## src/rtl/lpf_pkg.sv

```systemverilog
// Shared definitions for the low-pass FIR MAC scheduler: tap count, output
// slice positions, FSM states and the 16-entry symmetric coefficient set.
package lpf_pkg;

  localparam int unsigned TAPS    = 16;
  localparam int unsigned CW      = 16;
  localparam int unsigned Y_MSB   = 19;
  localparam int unsigned Y_LSB   = 12;
  localparam int unsigned RND_BIT = 11;

  typedef enum logic [1:0] {
    IDLE  = 2'd0,
    MAC   = 2'd1,
    ROUND = 2'd2,
    OUT   = 2'd3
  } state_t;

  // Symmetric low-pass coefficients, tap 0 pairs with the newest sample.
  function automatic logic signed [CW-1:0] coef(input logic [3:0] tap);
    case (tap)
      4'd0,  4'd15: coef = 16'shFFF8;
      4'd1,  4'd14: coef = 16'shFFF0;
      4'd2,  4'd13: coef = 16'sh0020;
      4'd3,  4'd12: coef = 16'sh0060;
      4'd4,  4'd11: coef = 16'shFF40;
      4'd5,  4'd10: coef = 16'shFEC0;
      4'd6,  4'd9:  coef = 16'sh0280;
      default:      coef = 16'sh0800;
    endcase
  endfunction

endpackage

```

## src/rtl/rr_arbiter.sv

```systemverilog
// Round-robin arbiter: combinational one-hot grant searching upward from
// pointer+1 (wrapping); the pointer moves to the winner when take is high.
//   clk, reset : clock, async active-low reset (pointer -> NCH-1)
//   en         : arbitration allowed this cycle
//   req        : per-channel request
//   take       : accept this cycle's grant and advance the pointer
//   gnt        : one-hot grant (combinational)
//   gnt_idx    : index of the granted channel
//   gnt_vld    : a grant is being issued
module rr_arbiter #(
  parameter int unsigned NCH = 4
) (
  input  logic                     clk,
  input  logic                     reset,
  input  logic                     en,
  input  logic [NCH-1:0]           req,
  input  logic                     take,
  output logic [NCH-1:0]           gnt,
  output logic [$clog2(NCH)-1:0]   gnt_idx,
  output logic                     gnt_vld
);

  localparam int unsigned PW = $clog2(NCH);

  logic [PW-1:0] ptr_q;
  logic [PW-1:0] cand;

  // First requester after the pointer wins; the pointer itself is searched last.
  always_comb begin
    gnt     = '0;
    gnt_idx = '0;
    gnt_vld = 1'b0;
    cand    = '0;
    if (en) begin
      for (int unsigned i = 1; i <= NCH; i++) begin
        cand = PW'((32'(ptr_q) + i) % NCH);
        if (!gnt_vld && req[cand]) begin
          gnt_vld   = 1'b1;
          gnt_idx   = cand;
          gnt[cand] = 1'b1;
        end
      end
    end
  end

  // Reset to NCH-1 so channel 0 is first in line.
  always_ff @(posedge clk or negedge reset) begin
    if (!reset) begin
      ptr_q <= PW'(NCH - 1);
    end else if (take) begin
      ptr_q <= gnt_idx;
    end
  end

endmodule

```

## src/rtl/lpf_mac_sched.sv

```systemverilog
// Shares one 16-tap FIR MAC between NCH channels: keeps a 16-deep history per
// channel, grants requests round-robin, steps the MAC through 16 taps and
// rounds the accumulator to an 8-bit result tagged with its channel.
//   clk, reset          : clock, async active-low reset
//   req, x              : per-channel request (level) and sample
//   gnt                 : one-hot grant pulse (combinational)
//   flush               : clear all histories (IDLE/OUT only)
//   mac_clr             : clear accumulator at next edge (grant cycle)
//   mac_en/mac_x/mac_tap: accumulate mac_x * coef[mac_tap] at next edge
//   mac_acc             : accumulator value from the MAC
//   busy                : not in IDLE
//   y, y_ch, y_valid    : rounded result, its channel, one-cycle valid
module lpf_mac_sched
  import lpf_pkg::*;
#(
  parameter int unsigned NCH  = 4,
  parameter int unsigned DW   = 8,
  parameter int unsigned ACCW = 28
) (
  input  logic                   clk,
  input  logic                   reset,
  input  logic [NCH-1:0]         req,
  input  logic [NCH*DW-1:0]      x,
  output logic [NCH-1:0]         gnt,
  input  logic                   flush,
  output logic                   mac_clr,
  output logic                   mac_en,
  output logic [DW-1:0]          mac_x,
  output logic [3:0]             mac_tap,
  input  logic [ACCW-1:0]        mac_acc,
  output logic                   busy,
  output logic [7:0]             y,
  output logic [$clog2(NCH)-1:0] y_ch,
  output logic                   y_valid
);

  localparam int unsigned PW = $clog2(NCH);

  state_t                   state_q;
  logic [PW-1:0]            ch_q;
  logic [3:0]               tap_q;
  logic [TAPS-1:0][DW-1:0]  hist_q [NCH];
  logic [DW-1:0]            x_ch   [NCH];
  logic                     arb_en;
  logic                     gnt_vld;
  logic [PW-1:0]            gnt_idx;
  logic [7:0]               y_rnd;
  logic                     unused_acc;

  for (genvar c = 0; c < NCH; c++) begin : g_xsplit
    assign x_ch[c] = x[c*DW +: DW];
  end

  // OUT arbitrates like IDLE so back-to-back requests keep an 18-cycle cadence.
  assign arb_en = ((state_q == IDLE) || (state_q == OUT)) && !flush;

  rr_arbiter #(.NCH(NCH)) u_arb (
    .clk     (clk),
    .reset   (reset),
    .en      (arb_en),
    .req     (req),
    .take    (gnt_vld),
    .gnt     (gnt),
    .gnt_idx (gnt_idx),
    .gnt_vld (gnt_vld)
  );

  assign mac_clr = gnt_vld;
  assign mac_tap = tap_q;

  // Round half up on bit 11; 8-bit wrap, no saturation.
  assign y_rnd      = mac_acc[Y_MSB:Y_LSB] + 8'(mac_acc[RND_BIT]);
  assign unused_acc = ^{mac_acc[ACCW-1:Y_MSB+1], mac_acc[RND_BIT-1:0]};

  // Scheduler FSM; MAC-side outputs are registered one cycle ahead of use.
  always_ff @(posedge clk or negedge reset) begin
    if (!reset) begin
      state_q <= IDLE;
      ch_q    <= '0;
      tap_q   <= '0;
      for (int unsigned c = 0; c < NCH; c++) hist_q[c] <= '0;
      mac_en  <= 1'b0;
      mac_x   <= '0;
      busy    <= 1'b0;
      y       <= '0;
      y_ch    <= '0;
      y_valid <= 1'b0;
    end else begin
      mac_en  <= 1'b0;
      mac_x   <= '0;
      y_valid <= 1'b0;
      unique case (state_q)
        IDLE, OUT: begin
          if (flush) begin
            for (int unsigned c = 0; c < NCH; c++) hist_q[c] <= '0;
            state_q <= IDLE;
            busy    <= 1'b0;
          end else if (gnt_vld) begin
            // Newest sample enters at index 15 and feeds tap 0 next cycle.
            hist_q[gnt_idx] <= {x_ch[gnt_idx], hist_q[gnt_idx][TAPS-1:1]};
            ch_q    <= gnt_idx;
            tap_q   <= '0;
            mac_en  <= 1'b1;
            mac_x   <= x_ch[gnt_idx];
            state_q <= MAC;
            busy    <= 1'b1;
          end else begin
            state_q <= IDLE;
            busy    <= 1'b0;
          end
        end
        MAC: begin
          if (tap_q == 4'(TAPS - 1)) begin
            tap_q   <= '0;
            state_q <= ROUND;
          end else begin
            tap_q  <= tap_q + 4'd1;
            mac_en <= 1'b1;
            mac_x  <= hist_q[ch_q][4'(TAPS - 2) - tap_q];
          end
        end
        ROUND: begin
          y       <= y_rnd;
          y_ch    <= ch_q;
          y_valid <= 1'b1;
          state_q <= OUT;
        end
        default: state_q <= IDLE;
      endcase
    end
  end

endmodule

```

## config.mk

```make
export PLATFORM = sky130hd
export DESIGN_NAME = lpf_mac_sched
export DESIGN_NICKNAME = d
export VERILOG_FILES = /design/src/rtl/lpf_pkg.sv /design/src/rtl/rr_arbiter.sv /design/src/rtl/lpf_mac_sched.sv
export SDC_FILE = /design/constraint.sdc
export NUM_CORES = 1
export LEC_CHECK = 0
export ABC_CLOCK_PERIOD_IN_PS = 4200
export BUFFER_PORTS_ARGS = -buffer_cell sky130_fd_sc_hd__buf_2
export CAP_MARGIN = 25
export CORE_MARGIN = 1
export CORE_UTILIZATION = 35
export DETAILED_ROUTE_END_ITERATION = 10
export GPL_TIMING_DRIVEN = 1
export PLACE_DENSITY = 0.46
export SLEW_MARGIN = 20
export SYNTH_ARGS = -nofsm -noshare
export SYNTH_HDL_FRONTEND = slang
export SYNTH_SLANG_ARGS = --single-unit
export TNS_END_PERCENT = 10
```

## constraint.sdc

```tcl
create_clock -name clk -period 4.2 [get_ports clk]
set_input_delay 0.84 -clock clk [delete_from_list [all_inputs] [get_ports clk]]
set_output_delay 0.84 -clock clk [all_outputs]
set_load 0.02 [all_outputs]
```

==> run_results.csv <==
group,metric,value,unit
power_and_ir_drop,powerDensity,739,nW/µm²
die,dieArea,89600,µm²
layout,drive_above_1_share,0.142,
logic_synthesis,synth.net_count,3384,
critical_path,critPathRequiredTime,3.36,ns
sta,fin_tns_setup,0,ns
clocking,root_buffer,"clkbuf_16",
logic_synthesis,synth_flop_cell,"dfrtp_1",
grt,grt_pass1_wl,153,mm
die,die_w,299,µm
logic_synthesis,synthCells,3303,
drt,wl,94.1,mm
clocking,cts_buffers,69,
sta,period_minus_slack,3.87,ns
drt,dr.pass1.iters,7,
clocking,clk_path_buf_depth,3,
logic_synthesis,netlist_area,30900,µm²
critical_path,startpoint_type,"flip-flop",
logic_synthesis,async_flop_share,1.00,
grt,grt.overflow.total,0,
critical_path,critical_path.max_fanout,7,
grt,grt_pass1_vias,27300,
clocking,h-tree-depth,3,
clocking,cts.sinks,543,
status,status,"finished, final reports clean",
grt,antenna_found_initial,3,
placement,dp_hpwl,53.6,mm
logic_synthesis,ys_top_cells_by_area,"dfrtp_1 (44%), nand3_1 (12%), mux4_2 (12%), nor2b_1 (7.8%), o21ai_0 (6.4%)",
sta,skew,0.0226,ns
drt,initialDrtViolationCount,1869,
logic_synthesis,synth-seq-cells,543,
sta,whs,0.245,ns
sta,finalMaxSlewViolations,0,
clocking,clkLatencyLatePin,0.62,ns
logic_synthesis,yosysSeqAreaShare,0.439,
layout,nNetsFinal,3279,
logic_synthesis,synth.distinct_cells,45,
grt,gr-usage-all-layers,0.211,
worst_hold_path,min_path_type,"input port to async pin",
flow_run,maxCapViolations,0,
clocking,cts-hold-fix-buffers,0,
sta,slew_headroom,0.217,
die,num_rows,108,
drt,vias,25300,
placement,portBuffers,77,
sta,setup_viol_count_final,0,
sta,tightestPinTransition,1.17,ns
layout,final_cell_count_no_fill,4404,
drt,drc,0,
drt,ant_nets,0,
logic_synthesis,avgSynthCellArea,9.37,µm²
power_and_ir_drop,p_leak,15.3,nW
drt,wl_per_cell,21.4,µm
critical_path,arrival,3.03,ns
sta,rsz0062_at_grt,"no",
die,initial_core_util,0.355,
logic_synthesis,yosysTopAreaCell,"dfrtp_1",
layout,fin_util,0.401,
sta,finalHoldViolations,0,
sta,post-route-period-util,0.921,
logic_synthesis,yosys_warnings,0,
critical_path,path_class,"flip-flop to output pin",
critical_path,cp-end-kind,"output pin",
clocking,clk_pin_slew,0.06,ns
layout,area_delta_synth_final,12.9,%
drt,viasPerCell,5.75,
sta,fmax,0.259,GHz
placement,place_inst,4278,
clocking,cts_tree,"built",
die,core,87200,µm²
die,die_height,299,µm
placement,place_congestion,0.765,
power_and_ir_drop,vdd_ir_drop_max,0.736,mV
logic_synthesis,synth-edff-count,0,
die,io_pins,97,
logic_synthesis,synth_top_area_share,0.437,
grt,grt_max_degree,197,
## path summary, 6_finish.rpt
kind / startpoint / end / slack, ns / cells past startpoint
max: u_arb.ptr_q[0] / gnt[1] / 0.33 / 8
min: reset / hist_q[20] / 0.24 / 1
max reg2reg: u_arb.ptr_q[0] / mac_x[5] / 0.62 / 10
min reg2reg: hist_q[389] / hist_q[389] / 0.50 / 1
max in group asynchronous: reset / mac_tap[0] / 2.97 / 2
min in group clk: x[18] / hist_q[250] / 0.49 / 3
## cell type report
type                            count  area, µm²
Multi-Input combinational cell   2412      15900
Fill cell                        8472      52200
Tap cell                         1155       1450
Timing Repair Buffer              162       1660
Antenna cell                        1       2.50
Sequential cell                   543      13600
Inverter                           10       37.5
Clock buffer                      103       2040
Clock inverter                     18        211
## critical path: stages (launching register included)
cell	delay [ns]
dfstp_2	0.54
inv_1	0.11
ha_1	0.39
mux4_2	0.42
nor3_1	0.25
and2_2	0.29
a221oi_1	0.11
nor2_1	0.13
buf_2	0.19
## what timing repair did
item	in CTS	in global routing
resized for setup	1	0
setup endpoints to repair	2	5
buffers inserted	0	4
## layer usage
metal	wire, µm	vias to the layer above	global-route usage
met5	21	-	0
met2	46300	537	0.361
li1	-	11600	-
met1	41300	13000	0.275
met3	4000	170	0.0312
met4	2500	4	0.0679
## Yosys cell counts, types with 2 or more instances
| cell | number |
|---|---|
| a211oi_1 | 16 |
| a21boi_0 | 17 |
| a21oi_1 | 9 |
| a221oi_1 | 4 |
| a22o_1 | 120 |
| a22oi_1 | 4 |
| a31oi_1 | 2 |
| and2_1 | 3 |
| and3_1 | 2 |
| buf_1 | 28 |
| buf_2 | 71 |
| buf_4 | 2 |
| buf_6 | 11 |
| clkbuf_1 | 226 |
| dfrtp_1 | 541 |
| dfstp_2 | 2 |
| ha_1 | 14 |
| inv_1 | 10 |
| mux2_2 | 11 |
| mux2i_1 | 13 |
| mux4_2 | 164 |
| nand2_1 | 413 |
| nand2b_1 | 3 |
| nand3_1 | 760 |
| nor2_1 | 21 |
| nor2b_1 | 387 |
| nor3_1 | 2 |
| o211ai_1 | 5 |
| o21ai_0 | 393 |
| o21ai_2 | 3 |
| o22a_1 | 3 |
| o31ai_1 | 13 |
| o32ai_1 | 3 |
| o41ai_1 | 8 |
| or2_2 | 2 |
| or4_1 | 2 |
| xnor2_1 | 3 |
| xor2_1 | 5 |
## sequential cells by signal (all words and copies together), names as in the netlist
name and cells:
y 8, mac_tap 4, y_ch 2, mac_x 8
hist_q 512, state_q 2, ch_q 2, busy 1
y_valid 1, mac_en 1, u_arb.ptr_q 2
## placed cells by master (no fill, tap or decap), types with 3 or more instances in the layout
cell       count
ha_1          13
a22oi_1        4
nand2b_1       3
xor2_1         4
nand3_1      760
nor2b_1      387
o211ai_1       5
o31ai_1       13
dfrtp_1      538
buf_2         75
buf_12        49
a21boi_0      17
o21ai_0      393
clkbuf_1      17
o22a_1         3
buf_4         36
nor2_1        21
mux4_2       164
o41ai_1        8
mux2i_1       13
o32ai_1        3
a22o_1       120
a21oi_1        9
a211oi_1      16
dfrtp_4        3
clkinv_8       3
inv_1         10
a221oi_1       4
clkbuf_8      16
clkbuf_16     70
nand2_1      413
o21ai_4        3
mux2_2        11
clkinv_2       9
## cell families after synthesis
group	after synthesis	synth area share
simple gates	1600	0.258
compound gates	602	0.119
flops	543	0.439
buf+inv	348	0.0480
mux	188	0.128
fa+ha+maj	14	0.00566
xor+xnor	8	0.00226
## power breakdown
part / switching, W / total, W / internal (W)
registers: 0.00108 / 0.00740 / 0.00632
clock network: 0.00245 / 0.00595 / 0.00350
logic: 0.00846 / 0.0125 / 0.00399
## through the flow
| step | setup WS [ns] | area (µm²) | total power, W |
|---|---|---|---|
| floorplan | 0.729 | 30900 | 0.0154 |
| global placement | 0.542 | 32600 | 0.0198 |
| detailed placement | 0.464 | 32600 | 0.0200 |
| CTS | 0.0467 | 34900 | 0.0261 |
| global route | 0.141 | 34900 | 0.0273 |
| finish | 0.333 | 34900 | 0.0258 |
Note: power is estimated with default switching activity, not from simulation.
